**config.mk**
```make
export PLATFORM = sky130hd
export DESIGN_NAME = ofs_asp_irq_csr_flat
export DESIGN_NICKNAME = d
export VERILOG_FILES = /design/src/rtl/ofs_asp_irq_pkg.sv /design/src/rtl/ofs_asp_irq_csr_if.sv /design/src/rtl/ofs_asp_irq_arbiter.sv /design/src/rtl/ofs_asp_irq_csr.sv /design/src/flat_wrapper.sv
export SDC_FILE = /design/constraint.sdc
export NUM_CORES = 1
export LEC_CHECK = 0
export ABC_AREA = 1
export BUFFER_PORTS_ARGS = -buffer_cell sky130_fd_sc_hd__buf_2
export CAP_MARGIN = 20
export CORE_MARGIN = 1
export CORE_UTILIZATION = 39
export CTS_BUF_LIST = sky130_fd_sc_hd__clkbuf_16
export DETAILED_ROUTE_END_ITERATION = 8
export HOLD_SLACK_MARGIN = 0.05
export MAX_ROUTING_LAYER = met4
export PLACE_DENSITY = 0.83
export SLEW_MARGIN = 20
export SYNTH_ARGS = -nofsm -noshare
export SYNTH_HDL_FRONTEND = slang
export SYNTH_SLANG_ARGS = --single-unit
```
**constraint.sdc**
```tcl
create_clock -name clk -period 3.1 [get_ports clk]
set_clock_uncertainty 0.2 [all_clocks]
set_input_delay 0.31 -clock clk [delete_from_list [all_inputs] [get_ports clk]]
set_output_delay 0.31 -clock clk [all_outputs]
set_load 0.02 [all_outputs]
```
**src/rtl/ofs_asp_irq_pkg.sv**
```systemverilog
// rtl/ofs_asp_irq_pkg.sv - CSR word offsets, ID constant and request FSM states for the ASP IRQ CSR block
package ofs_asp_irq_pkg;

  // CSR word addresses (byte offset / 8)
  localparam int CSR_ID         = 0;
  localparam int CSR_STATUS     = 1;
  localparam int CSR_MASK       = 2;
  localparam int CSR_CLEAR      = 3;
  localparam int CSR_CTRL       = 4;
  localparam int CSR_STATS_BASE = 8;

  localparam logic [63:0] ID_VALUE = 64'h0A5B_1000_0000_0001;
  localparam int          STATS_W  = 32;

  typedef enum logic {
    IDLE,
    REQ
  } t_irq_req_state;

endpackage

```
**src/rtl/ofs_asp_irq_csr_if.sv**
```systemverilog
// rtl/ofs_asp_irq_csr_if.sv - host CSR responder bus plus interrupt request channel
interface ofs_asp_irq_csr_if #(
  parameter int NUM_IRQ = 4,
  parameter int DATA_W  = 64,
  parameter int ADDR_W  = 4
) ();

  logic [ADDR_W-1:0]          avs_address;
  logic                       avs_read;
  logic                       avs_write;
  logic [DATA_W-1:0]          avs_writedata;
  logic [DATA_W/8-1:0]        avs_byteenable;
  logic [DATA_W-1:0]          avs_readdata;
  logic                       avs_readdatavalid;
  logic                       avs_waitrequest;
  logic                       irq_req_valid;
  logic [$clog2(NUM_IRQ)-1:0] irq_req_id;
  logic                       irq_req_ready;

  // master is the host/PIM side; slave is the IRQ CSR block
  modport master (
    output avs_address, avs_read, avs_write, avs_writedata, avs_byteenable, irq_req_ready,
    input  avs_readdata, avs_readdatavalid, avs_waitrequest, irq_req_valid, irq_req_id
  );

  modport slave (
    input  avs_address, avs_read, avs_write, avs_writedata, avs_byteenable, irq_req_ready,
    output avs_readdata, avs_readdatavalid, avs_waitrequest, irq_req_valid, irq_req_id
  );

endinterface

```
**src/rtl/ofs_asp_irq_arbiter.sv**
```systemverilog
// rtl/ofs_asp_irq_arbiter.sv - fixed-priority pick, lowest index wins
module ofs_asp_irq_arbiter #(
  parameter int N    = 4,
  parameter int ID_W = $clog2(N)
) (
  input  logic [N-1:0]    req,
  output logic            any,
  output logic [ID_W-1:0] id
);

  always_comb begin
    any = |req;
    id  = '0;
    for (int i = N - 1; i >= 0; i--) begin
      if (req[i]) id = ID_W'(i);
    end
  end

endmodule

```
**src/rtl/ofs_asp_irq_csr.sv**
```systemverilog
// rtl/ofs_asp_irq_csr.sv - ASP interrupt source: edge latch, status/mask/clear CSRs, request FSM
// Optional per-line accepted-request counters when ASP_IRQ_STATS_EN is defined.
module ofs_asp_irq_csr
  import ofs_asp_irq_pkg::*;
#(
  parameter int NUM_IRQ = 4,
  parameter int DATA_W  = 64,
  parameter int ADDR_W  = 4
) (
  input  logic               clk,
  input  logic               reset,
  input  logic [NUM_IRQ-1:0] irq_src,
  ofs_asp_irq_csr_if.slave   bus
);

  localparam int ID_W = $clog2(NUM_IRQ);

  logic [NUM_IRQ-1:0] src_q, pending, sent, mask;
  logic [NUM_IRQ-1:0] set_v, clr_v, accept_v, eligible;
  logic               gie, waitreq, rd_en, wr_en, handshake;
  logic [DATA_W-1:0]  rd_value, rdata;
  logic               rvalid;
  logic               arb_any;
  logic [ID_W-1:0]    arb_id, req_id, req_id_n;
  t_irq_req_state     state, state_n;
  logic               unused_bits;

  assign unused_bits = ^{bus.avs_writedata, bus.avs_byteenable};

  // A simultaneous read wins; the write is dropped
  assign rd_en = bus.avs_read & ~waitreq;
  assign wr_en = bus.avs_write & ~bus.avs_read & ~waitreq;

  assign set_v     = irq_src & ~src_q;
  assign clr_v     = (wr_en && bus.avs_address == ADDR_W'(CSR_CLEAR)) ?
                     bus.avs_writedata[NUM_IRQ-1:0] : '0;
  assign handshake = (state == REQ) & bus.irq_req_ready;
  assign accept_v  = handshake ? (NUM_IRQ'(1) << req_id) : '0;
  assign eligible  = pending & ~sent & ~mask & {NUM_IRQ{gie}};

  always_ff @(posedge clk) begin
    if (reset) begin
      src_q   <= '0;
      pending <= '0;
      sent    <= '0;
      mask    <= '1;
      gie     <= 1'b0;
      waitreq <= 1'b1;
    end else begin
      src_q   <= irq_src;
      waitreq <= 1'b0;
      // A new edge beats a clear; clearing also re-arms signalling
      pending <= set_v | (pending & ~clr_v);
      sent    <= (sent | accept_v) & ~clr_v;
      if (wr_en && bus.avs_address == ADDR_W'(CSR_MASK)) begin
        for (int i = 0; i < NUM_IRQ; i++) begin
          if (bus.avs_byteenable[i/8]) mask[i] <= bus.avs_writedata[i];
        end
      end
      if (wr_en && bus.avs_address == ADDR_W'(CSR_CTRL)) gie <= bus.avs_writedata[0];
    end
  end

  ofs_asp_irq_arbiter #(.N(NUM_IRQ), .ID_W(ID_W)) u_arb (
    .req (eligible),
    .any (arb_any),
    .id  (arb_id)
  );

  always_ff @(posedge clk) begin
    if (reset) begin
      state  <= IDLE;
      req_id <= '0;
    end else begin
      state  <= state_n;
      req_id <= req_id_n;
    end
  end

  // Once in REQ the request is never retracted, even if masked or cleared
  always_comb begin
    state_n  = state;
    req_id_n = req_id;
    case (state)
      IDLE: if (arb_any) begin
        state_n  = REQ;
        req_id_n = arb_id;
      end
      REQ: if (bus.irq_req_ready) state_n = IDLE;
      default: state_n = IDLE;
    endcase
  end

  assign bus.irq_req_valid = (state == REQ);
  assign bus.irq_req_id    = req_id;

`ifdef ASP_IRQ_STATS_EN
  logic [STATS_W-1:0] stat_cnt [NUM_IRQ];

  for (genvar g = 0; g < NUM_IRQ; g++) begin : gen_stats
    logic [STATS_W-1:0] cnt;
    always_ff @(posedge clk) begin
      if (reset) begin
        cnt <= '0;
      end else if (wr_en && bus.avs_address == ADDR_W'(CSR_STATS_BASE + g)) begin
        cnt <= '0;
      end else if (accept_v[g] && cnt != '1) begin
        cnt <= cnt + 1'b1;
      end
    end
    assign stat_cnt[g] = cnt;
  end
`endif

  always_comb begin
    rd_value = '0;
    case (bus.avs_address)
      ADDR_W'(CSR_ID):     rd_value = DATA_W'(ID_VALUE);
      ADDR_W'(CSR_STATUS): rd_value = DATA_W'(pending);
      ADDR_W'(CSR_MASK):   rd_value = DATA_W'(mask);
      ADDR_W'(CSR_CTRL):   rd_value = DATA_W'(gie);
      default: begin
`ifdef ASP_IRQ_STATS_EN
        for (int i = 0; i < NUM_IRQ; i++) begin
          if (bus.avs_address == ADDR_W'(CSR_STATS_BASE + i)) rd_value = DATA_W'(stat_cnt[i]);
        end
`endif
      end
    endcase
  end

  always_ff @(posedge clk) begin
    if (reset) begin
      rdata  <= '0;
      rvalid <= 1'b0;
    end else begin
      rvalid <= rd_en;
      if (rd_en) rdata <= rd_value;
    end
  end

  assign bus.avs_readdata      = rdata;
  assign bus.avs_readdatavalid = rvalid;
  assign bus.avs_waitrequest   = waitreq;

endmodule

```
**src/flat_wrapper.sv**
```systemverilog
// flat-port wrapper written by rule: the top's interface ports become plain ports
module ofs_asp_irq_csr_flat import ofs_asp_irq_pkg::*;
#(
  parameter int NUM_IRQ = 4,
  parameter int DATA_W  = 64,
  parameter int ADDR_W  = 4
)
  (clk, reset, irq_src, bus_avs_address, bus_avs_read, bus_avs_write, bus_avs_writedata, bus_avs_byteenable, bus_irq_req_ready, bus_avs_readdata, bus_avs_readdatavalid, bus_avs_waitrequest, bus_irq_req_valid, bus_irq_req_id);
  ofs_asp_irq_csr_if #(.NUM_IRQ(NUM_IRQ), .DATA_W(DATA_W), .ADDR_W(ADDR_W)) bus_i ();
  input  logic clk;
  input  logic reset;
  input  logic [NUM_IRQ-1:0] irq_src;
  input wire logic [$bits(bus_i.avs_address)-1:0] bus_avs_address;
  input wire logic [$bits(bus_i.avs_read)-1:0] bus_avs_read;
  input wire logic [$bits(bus_i.avs_write)-1:0] bus_avs_write;
  input wire logic [$bits(bus_i.avs_writedata)-1:0] bus_avs_writedata;
  input wire logic [$bits(bus_i.avs_byteenable)-1:0] bus_avs_byteenable;
  input wire logic [$bits(bus_i.irq_req_ready)-1:0] bus_irq_req_ready;
  output wire logic [$bits(bus_i.avs_readdata)-1:0] bus_avs_readdata;
  output wire logic [$bits(bus_i.avs_readdatavalid)-1:0] bus_avs_readdatavalid;
  output wire logic [$bits(bus_i.avs_waitrequest)-1:0] bus_avs_waitrequest;
  output wire logic [$bits(bus_i.irq_req_valid)-1:0] bus_irq_req_valid;
  output wire logic [$bits(bus_i.irq_req_id)-1:0] bus_irq_req_id;
  assign bus_i.avs_address = bus_avs_address;
  assign bus_i.avs_read = bus_avs_read;
  assign bus_i.avs_write = bus_avs_write;
  assign bus_i.avs_writedata = bus_avs_writedata;
  assign bus_i.avs_byteenable = bus_avs_byteenable;
  assign bus_i.irq_req_ready = bus_irq_req_ready;
  assign bus_avs_readdata = bus_i.avs_readdata;
  assign bus_avs_readdatavalid = bus_i.avs_readdatavalid;
  assign bus_avs_waitrequest = bus_i.avs_waitrequest;
  assign bus_irq_req_valid = bus_i.irq_req_valid;
  assign bus_irq_req_id = bus_i.irq_req_id;
  ofs_asp_irq_csr #(.NUM_IRQ(NUM_IRQ), .DATA_W(DATA_W), .ADDR_W(ADDR_W)) u_core (.clk(clk), .reset(reset), .irq_src(irq_src), .bus(bus_i));
endmodule
```
* After elaboration in Yosys (flattened, before gate mapping)
Cells that the tools add are included.
Operators by class: equal/unequal tests 4, muxes and demuxes 11, reductions and logical operators 7, bitwise gates (word level) 19, shift-type cells 1
Operators by type and width (number):
- $pmux 60 s4 | 1
- $and 4x4->4 | 6
- $not 4->4 | 4
- $eq 4x2->1 const B | 2
- $mux 2 | 4
- $mux 4 | 2
- $or 4x4->4 | 2
- $and 1x1->1 | 4
- $eq 4x1->1 const B | 1
- $eq 4x3->1 const B | 1
- $logic_not 4->1 | 1
- $reduce_and 2->1 | 2
- $reduce_or 4->1 | 1
- $shl 1x2->4 const A | 1
- $logic_and 1x1->1 | 3
- $mux 1 | 3
- $not 1->1 | 3
- $pmux 1 s2 | 1
Word-level totals: bits in registers 86, word-level logic and storage cells 52, output and inout port bits 69

* Longest topological paths before layout
Gate-level depths: netlist of run 1.
word-level depth 8, gate-level depth with buffers 9

* Modules after synthesis
Synthesis of run 1 repeated with hierarchy kept, for this count alone.
Unflattened totals: cells, all modules 208, area, all modules 1579.0 sq um
Modules (own cells, without submodules):
- ofs_asp_irq_csr | area an instance 1532.7 sq um, times used 1, cells an instance 199, sequential area each 540.5 sq um
- ofs_asp_irq_arbiter | area an instance 46.3 sq um, times used 1, cells an instance 9, sequential area each 0.0 sq um

* Worst setup path after synthesis of run 1
Ideal clock, no wire load.
path type register to register, start point reg u_core.waitreq, in the netlist u_core.bus.avs_waitrequest, end point reg u_core.mask[0], setup slack 1800 ps, arrival 962 ps, cell stages (with the launch flop) 5, required time 2762 ps, clock period less this slack 1300 ps, path through dfxtp_1 nor2_1 nand2_1 nor3_4 o211ai_1
Between the ends: longest elaborated chain between the ends 4
RTL lines:
- start: declaration | line ofs_asp_irq_csr.sv:20 | logic gie, waitreq, rd_en, wr_en, handshake;
- start signal: assignment | line ofs_asp_irq_csr.sv:48 | waitreq <= 1'b1;
- start signal: assignment | line ofs_asp_irq_csr.sv:51 | waitreq <= 1'b0;
- $not 1->1 | line ofs_asp_irq_csr.sv:32 | assign wr_en = bus.avs_write & ~bus.avs_read & ~waitreq;
- $and 1x1->1 | line ofs_asp_irq_csr.sv:32
- $logic_and 1x1->1 | line ofs_asp_irq_csr.sv:55 | if (wr_en && bus.avs_address == ADDR_W'(CSR_MASK)) begin
- $reduce_and 2->1 (no source line)
- end signal: indexed assignment | line ofs_asp_irq_csr.sv:57 | if (bus.avs_byteenable[i/8]) mask[i] <= bus.avs_writedata[i];
- end: declaration | line ofs_asp_irq_csr.sv:18 | logic [NUM_IRQ-1:0] src_q, pending, sent, mask;
Every way passes these cells. A chain may end at the register's enable or synchronous reset.

==> summary.md, run 1 <==
| Metric | Value |
|---|---|
| Status | completed |
| Reg2Reg Capture Point | u_core.pending[3] |
| Starting DRT DRC Count | 48 |
| R2R setup slack | 1760 ps |
| Largest net degree at the start of global routing | 15 |
| CP endpoint kind | output pin |
| Die ar. | 0.004340 sq mm |
| Worst hold path endpoint | u_core.src_q[1] |
| Post-Route M1 WL | approximately 1300 microns |
| Reg2Reg Depth | 6 |
| Gpl congestion | 0.8935 |
| Post-synth top area share | 33.96% |
| Die Ht | 65.88 microns |
| Yosys cell types | 18 |
| Cell taking the most area after synthesis | dfxtp_1 |
| Maxcap violations | 0 |
| Min-delay worst type | input port to flop |
| Highest metal used | met4 |
| Number of global-route vias before repair | 1,108 |
| Met2 WL post-DR | 1412 microns |
| Worst vdd ir | approximately 0.28 mV |
| Port Buffers | 34 |
| Hold_buf cts | 0 |
| Worst hold stages | 3 |
| CP max FO | 9 |
| Setup TNS | 0 ps |
| Avg WL per Cell | 10.07 microns |
| Final Cycle Share | 45.12% |
| Commonest non-fill, non-tap cells in the layout | 52 x conb_1, 34 x buf_2, 33 x nand2_1 |
| RSZ-0062 raised after global routing | false |
| Row cnt | 22 |
| Clk Latency, worst-skew pair | 260 ps |
| Final setup violation count | 0 |
| LEAKAGE | 0.0008991 uW |
| Final hold vios | 0 |
| Crit path max-delay cell type | dfxtp_1 |
| DP HPWL | 2350 microns |
| Root buffer cell | clkbuf_16 |
| CP Buf/Inv Count | 1 |
| Hold_sp | irq_src[1] |
| Setup bufs post-CTS | 0 |
| Syn Inst Count | around 220 |
| Synthesis-to-layout area growth | 3.144% |
| Synth top area cells | dfxtp_1 34%, buf_4 28%, nand2_1 7.8% |
| Critical Setup Path Class | flop to output pin |
| R2r startpoint | u_core.bus.avs_waitrequest |
| Chip width | around 66 microns |
| Core Region | 0.003799 sq mm |
| Post-cts sizing count | 0 |
| Routed wire length | 2971 microns |
| TritonCTS clock tree | yes |
| GRT Overall Usage | 14.37% |
| Worst-path clk slew | 60 ps |
| First-pass GRT wire length | around 4800 microns |
| Hold slack | approximately 59 ps |
| Initial antenna violation count | 0 |
| #FFs+latches synth | 27 |
| Initial Util | 41.90% |
| F_max | 0.7149 GHz |
| Final ANT Viol Nets | 0 |
| Slowest stage delay, CP | approximately 430 ps |
| # diodes | 0 |
| # nets final | 333 |
| Yosys Warn Count | 0 |
| Slew Limit Fails | 0 |
| CP arrival | 890 ps |
| Most common cell after layout, fill and taps aside | conb_1 |
| Crit path cell chain | buf_2 |
| Residual DRC | 0 |
| Via count | 1,300 |
| Vias/cell | 4.407 |
| Sequential fraction of the synthesis area | 33.96% |
| Req. time, crit path | 2590 ps |
| Largest delay contributor family on the critical path | flip-flops |
| Post-layout min period | 1399 ps |
| TritonCTS Buffers | 3 |
| Pwr Density | approximately 470 mW/mm^2 |
| Met3 wire len | 233 microns |
| I/O pin count | 154 |
| Avg Cell Area, Syn | 7.267 sq um |
| Setup crit start kind | flop |
| Cell area after synthesis | 0.001592 sq mm |
| Max Buffers Root-to-Sink | 2 |
| Core Util, Final | a little over two fifths |
| Share of post-route cells with drive strength above 1 | 16.60% |
| CTS sink count | 27 |
| H-Tree Depth | 1 |
| Grt ovf | 0 |
| First-pass DRT Iterations | 4 |
## power by group
| group | total [uW] | internal (uW) | switching (uW) | leakage [uW] |
|---|---|---|---|---|
| combinational | 121 | 22.4 | 98.6 | 0.000636 |
| clock | 285 | 172 | 112 | 0.0000423 |
| sequential | 364 | 357 | 7.06 | 0.000221 |
## stage by stage
stage	worst slack [ps]	total power [uW]	instances	instance area (sq um)
after global placement	1609	489.8	291	1563
final	1701	770.1	295	1642
after global routing	1579	800.1	295	1642
after floorplan	1800	519.1	270	1783
after detailed placement	1574	491.4	291	1563
after CTS	1686	772.5	295	1642
## metal layers
| layer | vias to the layer above | global-route usage (%) |
|---|---|---|
| met3 | 4 | 1.552 |
| li1 | 642 | - |
| met4 | 0 | 2.717 |
| met1 | 577 | 18.95 |
| met5 | - | - |
| met2 | 77 | 23.72 |
## Yosys cell counts (all sizes together)
cell / number
conb: 1
clkbuf: 2
nand4: 5
inv: 22
nand2: 33
o21ai: 6
a21oi: 10
nor3: 3
buf: 59
a31oi: 3
o211ai: 5
nand3: 14
nor2: 29
dfxtp: 27
## registers in the layout, indices dropped and copies added (netlist names)
register                      cells
u_core.bus.avs_readdata           5
u_core.mask                       4
u_core.pending                    4
u_core.sent                       4
u_core.src_q                      4
u_core.bus.irq_req_id             2
u_core.bus.avs_readdatavalid      1
u_core.bus.avs_waitrequest        1
u_core.bus.irq_req_valid          1
u_core.gie                        1
## how the worst max path moves through the flow
| stage | startpoint | end | depth (start not counted) |
|---|---|---|---|
| floorplan | u_core.bus.avs_waitrequest | u_core.mask[0] | 4 |
| global placement | bus_avs_address[2] | u_core.mask[2] | 5 |
| detailed placement | bus_avs_address[2] | u_core.mask[2] | 5 |
| CTS | u_core.bus.avs_readdata[57] | bus_avs_readdata[51] | 1 |
| global route | u_core.bus.avs_waitrequest | u_core.pending[3] | 6 |
| finish | u_core.bus.avs_readdata[57] | bus_avs_readdata[51] | 1 |
## area by class of cell
cell class                 count  area [sq um]
tap                           48         60.06
fill                         416          2157
clock buffer                   3         75.07
inverter                      22         82.58
clock inverter                 1         3.754
timing repair buffer          34         170.2
sequential                    27         540.5
multi-input combinational    160         709.4
## logic make-up (layout without fill, tap and decap cells)
logic type	Yosys count	count (layout)	synth area share, %
other	1	52	0.2356
flip-flops	27	27	33.96
AO/OA/AOI/OAI	24	24	8.570
AND/OR/NAND/NOR	84	84	23.74
buffers and inverters	83	60	33.49
Note: power is estimated with default switching activity, not from simulation.
==> run 2: changes to the inputs <==
--- a/config.mk
+++ b/config.mk
@@ -9,12 +9,12 @@
 export BUFFER_PORTS_ARGS = -buffer_cell sky130_fd_sc_hd__buf_2
 export CAP_MARGIN = 20
 export CORE_MARGIN = 1
-export CORE_UTILIZATION = 39
+export CORE_UTILIZATION = 36
 export CTS_BUF_LIST = sky130_fd_sc_hd__clkbuf_16
 export DETAILED_ROUTE_END_ITERATION = 8
 export HOLD_SLACK_MARGIN = 0.05
 export MAX_ROUTING_LAYER = met4
-export PLACE_DENSITY = 0.83
+export PLACE_DENSITY = 0.77
 export SLEW_MARGIN = 20
 export SYNTH_ARGS = -nofsm -noshare
 export SYNTH_HDL_FRONTEND = slang
==> constraint.sdc (replaced) <==
create_clock -name clk -period 1.3 [get_ports clk]
set_clock_uncertainty 0.2 [all_clocks]
set_input_delay 0.13 -clock clk [delete_from_list [all_inputs] [get_ports clk]]
set_output_delay 0.13 -clock clk [all_outputs]
set_load 0.02 [all_outputs]
==> run 2 against run 1 <==
- hold slack improved by 24 ps
- combinational power rose to 2.7 times the previous value
- power rose by 150%
- sequential cell count did not move
==> summary.md, run 2 (synthesis results as in run 1) <==
| Metric | Value |
|---|---|
| Status | completed |
| Avg WL per Cell | 10.09 microns (+0.21%) |
| Combinational Power Share | 17.5% (+1.8 points) |
| Setup bufs post-CTS | 0 (unchanged) |
| Row cnt | 23 (+4.5%) |
| First-pass GRT wire length | 4436 microns (-7.8%) |
| TritonCTS clock tree | yes |
| Worst-path clk slew | 60 ps (about the same) |
| Number of global-route vias before repair | 1,010 (-8.8%) |
| Via count | 1,322 (+1.7%) |
| Critical Setup Path Class | flop to flop |
| Setup crit start kind | flop |
| F_max | between 0.8 and 0.9 GHz |
| Port Buffers | 34 (unchanged) |
| H-Tree Depth | 1 (unchanged) |
| RSZ-0062 raised after global routing | true |
| Placed cells | 298 (+2.4%) |
| Switching Fraction | 28.62% (+0.31 points) |
| Slowest stage delay, CP | 330 ps (-100 ps) |
| Clk Latency, worst-skew pair | 260 ps (about the same) |
| # nets final | 349 (+4.8%) |
| Hold_sp | bus_avs_write |
| # diodes | 0 (unchanged) |
| Design Area, Final | 0.001818 sq mm (+11%) |
| Die ar. | 0.004691 sq mm (+8.1%) |
| CP max FO | 4 (-5) |
| Int Power | 1349 uW (+140%) |
| Pwr Density | 1039 mW/mm^2 (+120%) |
| Initial antenna violation count | 0 (unchanged) |
| Crit path cell chain | nor2_2 -> nand2_2 -> inv_2 -> nand3_1 -> a21oi_1 -> nor2_1 |
| Commonest non-fill, non-tap cells in the layout | 52 x conb_1, 34 x buf_2, 32 x nand2_1 |
| Share of post-route cells with drive strength above 1 | 22.81% (+6.2 points) |
| Chip width | 68.49 microns (+4.0%) |
| Routed wire length | 3159 microns (+6.3%) |
| Clock group share of total power | 36.6% (-0.4 points) |
| Starting DRT DRC Count | 25 (-48%) |
| R2r startpoint | u_core.bus.avs_waitrequest |
| Final hold vios | 0 (unchanged) |
| Synthesis-to-layout area growth | 14.23% |
| Crit path max-delay cell type | dfxtp_2 |
| Origin of the worst setup path | u_core.bus.avs_waitrequest |
| First-pass DRT Iterations | 4 (unchanged) |
| Largest net degree at the start of global routing | 15 (unchanged) |
| Hold slack | 83.29 ps (+23.94 ps) |
| Maxcap violations | 0 (unchanged) |
| GRT Overall Usage | 13.27% (-1.1 points) |
| Worst vdd ir | 0.7562 mV (+170%) |
| Cell Area, Placed | 0.001603 sq mm (+2.6%) |
| Residual DRC | 0 (unchanged) |
| CTS sink count | 27 (unchanged) |
| P_sw | 540.7 uW (+150%) |
| Post-layout min period | 1246 ps |
| Final ANT Viol Nets | 0 (unchanged) |
| Die Ht | 68.49 microns (+4.0%) |
| CP arrival | 1200 ps (+310 ps) |
| Final Cycle Share | 95.86% |
| Most common cell after layout, fill and taps aside | conb_1 |
| Core Region | 0.004115 sq mm (+8.3%) |
| LEAKAGE | 0.0009711 uW (+8.0%) |
| DP HPWL | 2395 microns (+1.9%) |
| Final setup violation count | 0 (unchanged) |
| Max Buffers Root-to-Sink | 2 (unchanged) |
| Grt ovf | 0 (unchanged) |
| CP endpoint kind | flop |
| TritonCTS Buffers | 3 (unchanged) |
| Sequential power share | 46.0% (-1.3 points) |
| Core Util, Final | 44.18% (+0.96 points) |
| Vias/cell | 4.224 (-4.2%) |
| Slew Limit Fails | 0 (unchanged) |
| Initial Util | 38.67% (-3.2 points) |
| Gpl congestion | 0.8650 (-3.2%) |
| Total power | 1889 uW (+150%) |
| Min-delay worst type | input port to flop |
| I/O pin count | 154 (unchanged) |
| Layout Cells excl Fill | 313 (+6.1%) |
| Req. time, crit path | 1250 ps (-1340 ps) |
| Root buffer cell | clkbuf_16 |
| Largest register FFs | 5 (unchanged) |
run 2: cell types whose count changed in the layout (fill, tap and decap cells not counted), sizes merged:
cell	change
buf	+6
dlygate4sd3	+10
run 2: stage by stage:
stage | setup TNS (ps) | setup WS, ps
floorplan | 0 | 0.4782
global placement | -25.66 | -23.07
detailed placement | -23.69 | -9.126
CTS | 0 | 9.133
global route | -30.55 | -19.36
finish | 0 | 53.85
run 2: layout make-up:
cell class / count / area [sq um]
Multi-Input combinational cell: 160 / 725.7
Clock inverter: 1 / 3.754
Timing Repair Buffer: 50 / 319.1
Clock buffer: 3 / 75.07
Tap cell: 50 / 62.56
Inverter: 22 / 82.58
Sequential cell: 27 / 549.3
Fill cell: 431 / 2297
run 2: worst max-delay path, delay by kind of cell (launching register included):
family	cells	cell delay, ps
and+or+nand+nor	4	370
DFF	1	330
buffers and inverters	1	90
AOI/OAI and AO/OA	1	160
run 2: what timing repair did:
item | in CTS | in global routing
gates cloned | 0 | 1
pin swaps | 1 | 3
hold buffers | 10 | 0
endpoints found under the setup margin | 7 | 14
hold endpoints to repair | 24 | 0
resized for setup | 1 | 17
run 2: path summary, 6_finish.rpt:
path	to	slack [ps]	cells after the start
max reg2reg	u_core.pending[3]	50	6
min	u_core.gie	80	4
max	u_core.pending[3]	50	6
min reg2reg	u_core.pending[1]	210	1
run 2: power groups by stage:
stage,logic [uW],registers (uW),clock network (uW)
floorplan,346,892,0
global placement,292,886,0
detailed placement,295,886,0
CTS,319,867,702
global route,365,871,741
finish,330,868,691
run 2: layer usage:
| layer | GRT usage [%] | vias up | routed length (microns) |
|---|---|---|---|
| met5 | - | - | 0 |
| met4 | 4.688 | 0 | 86 |
| met3 | 2.467 | 10 | 198 |
| met2 | 19.85 | 60 | 1442 |
| met1 | 17.77 | 578 | 1431 |
| li1 | - | 674 | - |
